===== src/rtl/flash_pkg.sv =====
// Shared constants and the state type for the SPI NOR flash read path.
//   CMD_READ        : standard single-lane READ opcode
//   ADDR_BITS_WIRE  : address bits always sent on the wire
//   LEN_ZERO_MEANS  : byte count that a request length of zero stands for
//   HDR_BITS        : opcode + address bits preceding the data phase
//   flash_rd_state_t: reader FSM states
package flash_pkg;

    localparam logic [7:0] CMD_READ       = 8'h03;
    localparam int         ADDR_BITS_WIRE = 24;
    localparam int         LEN_ZERO_MEANS = 256;
    localparam int         HDR_BITS       = 8 + ADDR_BITS_WIRE;

    typedef enum logic [2:0] {
        ST_IDLE,
        ST_CMD,
        ST_ADDR,
        ST_DATA,
        ST_DESEL
    } flash_rd_state_t;

endpackage


===== src/rtl/sck_gen.sv =====
// SPI mode-0 clock generator. One bit period is 2*SCK_DIV clk cycles:
// SCK low for the first SCK_DIV cycles, high for the second SCK_DIV.
// Ports:
//   clk, rst        : system clock, asynchronous active-low reset
//   enable          : a transfer is running this cycle
//   clear           : the transfer stops at the coming edge; SCK forced low
//   sck             : registered SPI clock, idle low
//   rise_pulse      : the coming clk edge raises SCK (sample MISO there)
//   bit_start_pulse : the coming clk edge starts the next bit
module sck_gen #(
    parameter int SCK_DIV = 2
) (
    input  logic clk,
    input  logic rst,
    input  logic enable,
    input  logic clear,
    output logic sck,
    output logic rise_pulse,
    output logic bit_start_pulse
);

    localparam int CNT_W = (SCK_DIV > 1) ? $clog2(2 * SCK_DIV) : 1;
    localparam logic [CNT_W-1:0] RISE_AT   = CNT_W'(SCK_DIV - 1);
    localparam logic [CNT_W-1:0] HIGH_FROM = CNT_W'(SCK_DIV);
    localparam logic [CNT_W-1:0] LAST      = CNT_W'(2 * SCK_DIV - 1);

    logic [CNT_W-1:0] cnt_reg, cnt_next;
    logic             sck_reg, sck_next;

    // The counter parks at zero while idle so the first bit after enable
    // rises always starts with a full low phase.
    always_comb begin
        cnt_next = '0;
        sck_next = 1'b0;
        if (enable && !clear) begin
            cnt_next = (cnt_reg == LAST) ? '0 : cnt_reg + CNT_W'(1);
            sck_next = (cnt_next >= HIGH_FROM);
        end
    end

    always_ff @(posedge clk or negedge rst) begin
        if (!rst) begin
            cnt_reg <= '0;
            sck_reg <= 1'b0;
        end else begin
            cnt_reg <= cnt_next;
            sck_reg <= sck_next;
        end
    end

    assign sck             = sck_reg;
    assign rise_pulse      = enable && (cnt_reg == RISE_AT);
    assign bit_start_pulse = enable && (cnt_reg == LAST);

endmodule


===== src/rtl/spi_flash_reader.sv =====
// Reads 1..256 bytes from an SPI NOR flash with the READ (0x03) command in
// SPI mode 0 and emits them as a valid-only byte stream.
// Ports:
//   clk, rst              : system clock, asynchronous active-low reset
//   req_valid/req_ready   : request handshake (ready only while idle)
//   req_addr, req_len     : start byte address, byte count (0 = 256)
//   abort                 : stop the running transfer, no further bytes
//   data_out, data_valid  : received byte and its one-cycle strobe
//   busy                  : transfer or deselect gap in progress
//   spi_sck/cs_n/mosi/miso: flash pins
module spi_flash_reader
    import flash_pkg::*;
#(
    parameter int ADDR_WIDTH      = 24,
    parameter int SCK_DIV         = 2,
    parameter int DESELECT_CYCLES = 4
) (
    input  logic                  clk,
    input  logic                  rst,
    input  logic                  req_valid,
    output logic                  req_ready,
    input  logic [ADDR_WIDTH-1:0] req_addr,
    input  logic [7:0]            req_len,
    input  logic                  abort,
    output logic [7:0]            data_out,
    output logic                  data_valid,
    output logic                  busy,
    output logic                  spi_sck,
    output logic                  spi_cs_n,
    output logic                  spi_mosi,
    input  logic                  spi_miso
);

    localparam int               DES_W    = $clog2(DESELECT_CYCLES + 1);
    localparam logic [DES_W-1:0] DES_LOAD = DES_W'(DESELECT_CYCLES - 1);
    localparam logic [5:0]       CMD_LAST = 6'd7;
    localparam logic [5:0]       HDR_LAST = 6'(HDR_BITS - 1);

    flash_rd_state_t state_reg, state_next;
    logic [31:0]      tx_sr_reg, tx_sr_next;
    logic [5:0]       hdr_cnt_reg, hdr_cnt_next;
    logic [2:0]       bit_in_byte_reg, bit_in_byte_next;
    logic [7:0]       rx_sr_reg, rx_sr_next;
    logic [8:0]       left_reg, left_next;
    logic [DES_W-1:0] des_cnt_reg, des_cnt_next;
    logic             cs_n_reg, cs_n_next;
    logic             mosi_reg, mosi_next;
    logic [7:0]       data_out_reg, data_out_next;
    logic             data_valid_reg, data_valid_next;

    logic [ADDR_BITS_WIRE-1:0] addr_wire;
    logic active;
    logic leave;
    logic rise_pulse;
    logic bit_start_pulse;

    // Narrower addresses are zero-padded to the 24 wire bits.
    assign addr_wire = ADDR_BITS_WIRE'(req_addr);
    assign active    = (state_reg == ST_CMD) || (state_reg == ST_ADDR) ||
                       (state_reg == ST_DATA);

    sck_gen #(
        .SCK_DIV(SCK_DIV)
    ) u_sck_gen (
        .clk            (clk),
        .rst            (rst),
        .enable         (active),
        .clear          (leave),
        .sck            (spi_sck),
        .rise_pulse     (rise_pulse),
        .bit_start_pulse(bit_start_pulse)
    );

    always_comb begin
        state_next       = state_reg;
        tx_sr_next       = tx_sr_reg;
        hdr_cnt_next     = hdr_cnt_reg;
        bit_in_byte_next = bit_in_byte_reg;
        rx_sr_next       = rx_sr_reg;
        left_next        = left_reg;
        des_cnt_next     = des_cnt_reg;
        cs_n_next        = cs_n_reg;
        mosi_next        = mosi_reg;
        data_out_next    = data_out_reg;
        data_valid_next  = 1'b0;
        leave            = 1'b0;

        case (state_reg)
            ST_IDLE: begin
                if (req_valid) begin
                    state_next       = ST_CMD;
                    cs_n_next        = 1'b0;
                    // Bit 0 goes straight onto MOSI; the rest wait in the
                    // shift register, MSB first.
                    mosi_next        = CMD_READ[7];
                    tx_sr_next       = {CMD_READ[6:0], addr_wire, 1'b0};
                    hdr_cnt_next     = '0;
                    bit_in_byte_next = '0;
                    left_next        = (req_len == 8'd0) ? 9'(LEN_ZERO_MEANS)
                                                         : {1'b0, req_len};
                end
            end

            ST_CMD, ST_ADDR, ST_DATA: begin
                if (abort) begin
                    // Abort wins over a byte finishing in the same cycle.
                    leave = 1'b1;
                end else begin
                    if (rise_pulse && (state_reg == ST_DATA)) begin
                        rx_sr_next = {rx_sr_reg[6:0], spi_miso};
                    end
                    if (bit_start_pulse) begin
                        if (state_reg != ST_DATA) begin
                            mosi_next    = tx_sr_reg[31];
                            tx_sr_next   = {tx_sr_reg[30:0], 1'b0};
                            hdr_cnt_next = hdr_cnt_reg + 6'd1;
                            if (hdr_cnt_reg == CMD_LAST) begin
                                state_next = ST_ADDR;
                            end
                            if (hdr_cnt_reg == HDR_LAST) begin
                                state_next = ST_DATA;
                                mosi_next  = 1'b0;
                            end
                        end else begin
                            bit_in_byte_next = bit_in_byte_reg + 3'd1;
                            if (bit_in_byte_reg == 3'd7) begin
                                data_valid_next = 1'b1;
                                data_out_next   = rx_sr_reg;
                                left_next       = left_reg - 9'd1;
                                if (left_reg == 9'd1) begin
                                    leave = 1'b1;
                                end
                            end
                        end
                    end
                end
                if (leave) begin
                    state_next   = ST_DESEL;
                    cs_n_next    = 1'b1;
                    mosi_next    = 1'b0;
                    des_cnt_next = DES_LOAD;
                end
            end

            ST_DESEL: begin
                if (des_cnt_reg == '0) begin
                    state_next = ST_IDLE;
                end else begin
                    des_cnt_next = des_cnt_reg - DES_W'(1);
                end
            end

            default: begin
                state_next = ST_IDLE;
                cs_n_next  = 1'b1;
                mosi_next  = 1'b0;
            end
        endcase
    end

    always_ff @(posedge clk or negedge rst) begin
        if (!rst) begin
            state_reg       <= ST_IDLE;
            tx_sr_reg       <= '0;
            hdr_cnt_reg     <= '0;
            bit_in_byte_reg <= '0;
            rx_sr_reg       <= '0;
            left_reg        <= '0;
            des_cnt_reg     <= '0;
            cs_n_reg        <= 1'b1;
            mosi_reg        <= 1'b0;
            data_out_reg    <= '0;
            data_valid_reg  <= 1'b0;
        end else begin
            state_reg       <= state_next;
            tx_sr_reg       <= tx_sr_next;
            hdr_cnt_reg     <= hdr_cnt_next;
            bit_in_byte_reg <= bit_in_byte_next;
            rx_sr_reg       <= rx_sr_next;
            left_reg        <= left_next;
            des_cnt_reg     <= des_cnt_next;
            cs_n_reg        <= cs_n_next;
            mosi_reg        <= mosi_next;
            data_out_reg    <= data_out_next;
            data_valid_reg  <= data_valid_next;
        end
    end

    assign req_ready  = (state_reg == ST_IDLE);
    assign busy       = (state_reg != ST_IDLE);
    assign spi_cs_n   = cs_n_reg;
    assign spi_mosi   = mosi_reg;
    assign data_out   = data_out_reg;
    assign data_valid = data_valid_reg;

endmodule


===== config.mk =====
export PLATFORM = sky130hd
export DESIGN_NAME = spi_flash_reader
export DESIGN_NICKNAME = d
export VERILOG_FILES = /design/src/rtl/flash_pkg.sv /design/src/rtl/sck_gen.sv /design/src/rtl/spi_flash_reader.sv
export SDC_FILE = /design/constraint.sdc
export NUM_CORES = 1
export LEC_CHECK = 0
export ABC_AREA = 1
export BUFFER_PORTS_ARGS = -buffer_cell sky130_fd_sc_hd__buf_4
export CAP_MARGIN = 15
export CORE_ASPECT_RATIO = 0.75
export CORE_UTILIZATION = 52
export CTS_BUF_LIST = sky130_fd_sc_hd__clkbuf_4 sky130_fd_sc_hd__clkbuf_8 sky130_fd_sc_hd__clkbuf_16
export CTS_CLUSTER_SIZE = 14
export DETAILED_ROUTE_END_ITERATION = 8
export PLACE_DENSITY = 0.82
export SKIP_LAST_GASP = 1
export SLEW_MARGIN = 10
export SYNTH_ARGS = -nofsm -noshare
export SYNTH_HDL_FRONTEND = slang
export SYNTH_HIERARCHICAL = 1
export SYNTH_SLANG_ARGS = --single-unit
export TNS_END_PERCENT = 1

===== constraint.sdc =====
create_clock -name clk -period 1.9 [get_ports clk]
set_clock_uncertainty 0.05 [all_clocks]
set_input_delay 0.475 -clock clk [delete_from_list [all_inputs] [get_ports clk]]
set_output_delay 0.475 -clock clk [all_outputs]
set_load 0.02 [all_outputs]

==> results.json, run 1 <==
{
  "final_nets": 601,
  "synth_area_leaders": "dfrtp_1, nand2_1, o21ai_0, inv_1, o21ai_2",
  "post-route-period-util_pct": 98.4,
  "fmax_mhz": 535,
  "tightest_slew_ps": 415,
  "drcViolationCount": 0,
  "cts.clk_slew.worst_paths_ps": 80,
  "fin_crit_ps": 1870,
  "synth.avg_cell_area_um2": 8.28,
  "holdCritPathClass": "input port to asynchronous set/reset pin",
  "cts_hold_buf": 0,
  "clockRootBuffer": "clkbuf_8",
  "core_region_area_um2": 7470,
  "final_cells": 661,
  "async_flop_share_pct": 100,
  "synth_warnings": 6,
  "ys.flop_type": "dfrtp_1",
  "finalHoldViolations": 0,
  "ir_drop_v": 0.000879,
  "multi_input_area_um2": 1760,
  "vias": 3289,
  "overflow": 0,
  "cpMaxStageDelayCell": "dfrtp_2",
  "numCtsBuffers": 9,
  "portBuffers": 50,
  "syn_area_um2": 4090,
  "crit_buf_inv": 3,
  "drive_gt1_share_pct": 26.6,
  "crit_chain": "inv_1 -> nand2_2 -> nor2_4 -> inv_1 -> buf_4",
  "synth_top_area_cell": "dfrtp_1",
  "grt_pass1_vias": 3158,
  "cts.sinks": 76,
  "fin_ws_ps": 29.5,
  "finalPower_mw": 7.51,
  "cp_common_cell": "inv_1",
  "slew_viol_final": 0,
  "syn_inst": 494,
  "register_area_um2": 1910,
  "tns_ps": 0,
  "synth_seq_cells": 76,
  "synth-edff-count": 0,
  "htree_levels": 3,
  "synthesis.nets": 540,
  "initial_core_util_pct": 54.8,
  "r2r_start": "state_reg[0]",
  "power_density_nw_per_um2": 1540,
  "largest_reg_flops": 31,
  "cp.required_ps": 1370,
  "grtUsageTotal_pct": 20.8,
  "vias_per_cell": 4.98,
  "antenna_found_initial": 0,
  "arrival_ps": 1350,
  "hpwlAfterDp_mm": 5.60,
  "cts_tree": "built",
  "cpLargestDelayFamily": "flip-flops",
  "dp_slack_ps": 59.3,
  "synth_top_area_share_pct": 45.9,
  "clk_path_buf_depth": 2,
  "maxSlewHeadroom_pct": 72.3,
  "setup_viol": 0,
  "drt-pass1-iter-count": 5,
  "area_growth_pct": 19.0,
  "dieArea_um2": 8230,
  "drt_iter0_markers": 159,
  "die_w_um": 104,
  "antenna_left": 0,
  "grt_pass1_wl_mm": 13.7,
  "gp_congestion": 0.851,
  "cp_max_fo": 6,
  "ys_types": 33,
  "clock_latency_ps": 350,
  "drt-total-wl_mm": 7.98,
  "die_y_um": 78.8,
  "cpPeakStageDelay_ps": 460,
  "rsz0062_at_grt": "true",
  "ios": 51,
  "dpl.cell_count": 639,
  "avgRoutedWirePerCell_um": 12.1,
  "worst_r2r_path_depth": 12,
  "critical_path_class": "register to output pin",
  "grt_max_degree": 77,
  "r2r-end": "tx_sr_reg[24]",
  "ys_seq_area_share_pct": 46.5,
  "maxCapViolCount": 0,
  "diodes": 0,
  "cellLeakagePower_nw": 2.45,
  "critPathLaunchType": "register",
  "final.fill_count": 594,
  "rows": 27,
  "rrSetupSlack_ps": 110,
  "status": "complete, no violations",
  "endpoint_kind": "output pin"
}
## placed cells by master, fill, tap and decap left out, types with 4 or more instances in the layout
master | Yosys | layout
xor2_1 | 4 | 4
a21oi_1 | 4 | 4
clkbuf_8 | 0 | 9
buf_12 | 3 | 5
o21ai_0 | 59 | 59
nand2_1 | 124 | 122
nand4_1 | 5 | 5
o21ai_1 | 7 | 7
buf_4 | 2 | 62
dfrtp_1 | 75 | 72
nand3_1 | 21 | 21
o21ai_2 | 23 | 23
inv_1 | 69 | 69
nor2_1 | 35 | 34
ha_1 | 9 | 8
nand2_2 | 21 | 23
## final cells by class
class,instances,share of cell area (%)
sequential,76,39.2
multi-input combinational,328,36.2
clock inverter,6,1.77
clock buffer,10,2.70
tap,101,2.60
timing repair buffer,68,11.9
inverter,72,5.66
## power by group
group          internal [mW]  total, mW  switching [mW]
combinational           1.42       3.75            2.32
clock                  0.754       1.36           0.602
sequential              2.15       2.41           0.256
## stage by stage
| step | utilization [%] | cell area (um^2) | hold WS [ps] |
|---|---|---|---|
| floorplan | - | 4090 | 129 |
| global placement | 61.4 | 4590 | 403 |
| detailed placement | 61.4 | 4590 | 408 |
| CTS | 64.5 | 4810 | 94.2 |
| global route | 65.2 | 4870 | 106 |
| finish | 65.2 | 4870 | 63.2 |
## cells in the mapped netlist, types with 3 or more instances
master / count
o21ai_0: 59
dfrtp_1: 75
buf_12: 3
o21ai_1: 7
buf_2: 7
xor2_1: 4
a21oi_1: 4
o21ai_2: 23
buf_6: 3
nand2_1: 124
inv_1: 69
nor2_1: 35
nand2_2: 21
ha_1: 9
nand4_1: 5
nand3_1: 21
## routing by layer
metal  up-vias  GRT usage (%)  wire length (um)
met3         9           5.58               409
met2        76           35.3              3820
met4         0           5.57                63
met5         -              0                 0
met1      1529           26.5              3690
li1       1675              -                 -
## cell families (layout without fill, tap and decap cells)
| family | after synthesis | count (layout) | share of synthesized area [%] |
|---|---|---|---|
| AOI/OAI and AO/OA | 97 | 97 | 14.3 |
| xor gates and xnor gates | 4 | 4 | 0.857 |
| adders and majority gates | 9 | 9 | 2.75 |
| buffers and inverters | 90 | 156 | 10.6 |
| DFF | 76 | 76 | 46.5 |
| muxes | 1 | 1 | 0.275 |
| and+or+nand+nor | 217 | 217 | 24.7 |
## worst max path at each step
stage                          from           end  slack, ps  cells after the start
2_1_floorplan          state_reg[2]  state_reg[1]         30                     16
3_3_place_gp           state_reg[1]  state_reg[1]        130                     15
3_5_place_dp           state_reg[1]  state_reg[1]         60                     15
4_1_cts                state_reg[0]          busy          1                      5
5_1_grt        u_sck_gen/cnt_reg[0]  state_reg[1]        -90                     14
6_report               state_reg[0]          busy         30                      5
## what timing repair did
action,4_1_cts,5_1_grt
pin swaps,1,2
endpoints found under the setup margin,2,39
buffers inserted,1,5
resized for setup,0,8
Power figures use the tool's default switching activity.
==> inputs of run 2 (changes only) <==
--- a/config.mk
+++ b/config.mk
@@ -9,7 +9,7 @@
 export BUFFER_PORTS_ARGS = -buffer_cell sky130_fd_sc_hd__buf_4
 export CAP_MARGIN = 15
 export CORE_ASPECT_RATIO = 0.75
-export CORE_UTILIZATION = 52
+export CORE_UTILIZATION = 55
 export CTS_BUF_LIST = sky130_fd_sc_hd__clkbuf_4 sky130_fd_sc_hd__clkbuf_8 sky130_fd_sc_hd__clkbuf_16
 export CTS_CLUSTER_SIZE = 14
 export DETAILED_ROUTE_END_ITERATION = 8
==> constraint.sdc (replaced) <==
create_clock -name clk -period 2.3 [get_ports clk]
set_clock_uncertainty 0.05 [all_clocks]
set_input_delay 0.575 -clock clk [delete_from_list [all_inputs] [get_ports clk]]
set_output_delay 0.575 -clock clk [all_outputs]
set_load 0.02 [all_outputs]
==> results.json, run 2 (same netlist as run 1, synthesis figures left out) <==
{
  "status": "complete, no violations",
  "largest_reg_flops": 31,
  "slew_viol_final": 0,
  "cts.clk_slew.worst_paths_ps": 80,
  "diodes": 0,
  "maxCapViolCount": 0,
  "antenna_left": 0,
  "ctsResizeCount": 0,
  "maxSlewHeadroom_pct": 66.9,
  "cts_tree": "built",
  "fmax_mhz": 481,
  "htree_levels": 3,
  "initial_core_util_pct": 58.5,
  "tns_ps": 0,
  "multi_input_area_um2": 1750,
  "r2r_start": "state_reg[1]",
  "core_region_area_um2": 6990,
  "portBuffers": 50,
  "drt_iter0_markers": 169,
  "ios": 51,
  "r2r-end": "state_reg[0]",
  "area_growth_pct": 15.9,
  "clock_latency_ps": 360,
  "post-route-period-util_pct": 90.4,
  "critical_path_class": "register to output pin",
  "cp_max_fo": 6,
  "ir_drop_v": 0.000905,
  "mostFrequentLayoutCell": "nand2_1",
  "cts.sinks": 76,
  "grt_max_degree": 40,
  "drcViolationCount": 0,
  "arrival_ps": 1450,
  "die_w_um": 102,
  "cts_hold_buf": 0,
  "cellLeakagePower_nw": 2.39,
  "grt_pass1_vias": 3148,
  "antenna_found_initial": 0,
  "gp_congestion": 0.889,
  "drt-total-wl_mm": 7.81,
  "rsz0062_at_grt": "false",
  "worst_r2r_path_depth": 15,
  "vias": 3264,
  "register_area_um2": 1900,
  "dp_slack_ps": 192,
  "finalHoldViolations": 0,
  "setup_viol": 0,
  "fin_ws_ps": 221,
  "drive_gt1_share_pct": 24.3,
  "vias_per_cell": 5.02,
  "final_nets": 593,
  "endpoint_kind": "output pin",
  "critPathLaunchType": "register",
  "cp.required_ps": 1670,
  "hpwlAfterDp_mm": 5.66,
  "clockRootBuffer": "clkbuf_8",
  "die_y_um": 76.7,
  "dieArea_um2": 7790,
  "post_cts_buffers": 0,
  "drt-pass1-iter-count": 4,
  "clk_path_buf_depth": 2,
  "numCtsBuffers": 9,
  "holdCritPathClass": "input port to asynchronous set/reset pin",
  "final_cell_mix": "nand2_1, dfrtp_1, inv_1, o21ai_0, buf_4",
  "power_density_nw_per_um2": 1250,
  "grt_pass1_wl_mm": 13.8,
  "rows": 26,
  "rrSetupSlack_ps": 300,
  "fin_crit_ps": 2080,
  "overflow": 0,
  "avgRoutedWirePerCell_um": 12.0,
  "tightest_slew_ps": 497,
  "grtUsageTotal_pct": 22.7,
  "final.fill_count": 564
}
[run 2: area by class of cell]
cell class | instances | share of cell area (%)
Sequential cell | 76 | 40.2
Multi-Input combinational cell | 328 | 37.0
Timing Repair Buffer | 60 | 10.0
Inverter | 72 | 5.81
Clock buffer | 9 | 2.61
Tap cell | 98 | 2.59
Clock inverter | 7 | 1.74
[run 2: worst max-delay path, cell delays in order (launching register included)]
cell and delay, ps:
dfrtp_1 460, inv_1 100, nand2_2 100, nor2_4 180
inv_1 90, buf_4 160
[run 2: worst max path at each step]
stage,start,to,slack [ps]
after floorplan,state_reg[2],state_reg[1],380
after global placement,state_reg[2],state_reg[0],330
after detailed placement,state_reg[2],state_reg[0],190
after CTS,state_reg[2],state_reg[0],180
after global routing,state_reg[1],state_reg[1],80
final,state_reg[0],busy,220
[run 2: report_power, final]
| group | internal (mW) | switching (mW) |
|---|---|---|
| registers | 1.77 | 0.237 |
| clock network | 0.517 | 0.531 |
| logic | 1.03 | 1.85 |
| total | 3.32 | 2.62 |
[run 2: per-layer routing]
layer  global-route usage (%)  share of wire, %  up-vias
met5                        0                 0        -
met4                     6.09               1.6        0
met3                     7.47               6.2       16
met2                     36.8                47       86
met1                     29.2                46     1499
li1                         -                 -     1663
[run 2: metrics by stage]
stage,cells,utilization (%),instance area (um^2),hold slack (ps),power (mW)
3_5_place_dp,630,64.3,4500,405,4.84
6_report,650,67.7,4740,129,5.94
2_1_floorplan,494,-,4090,229,4.42
3_3_place_gp,630,64.3,4500,402,4.71
4_1_cts,646,67.3,4710,136,5.92
5_1_grt,650,67.7,4740,143,6.45
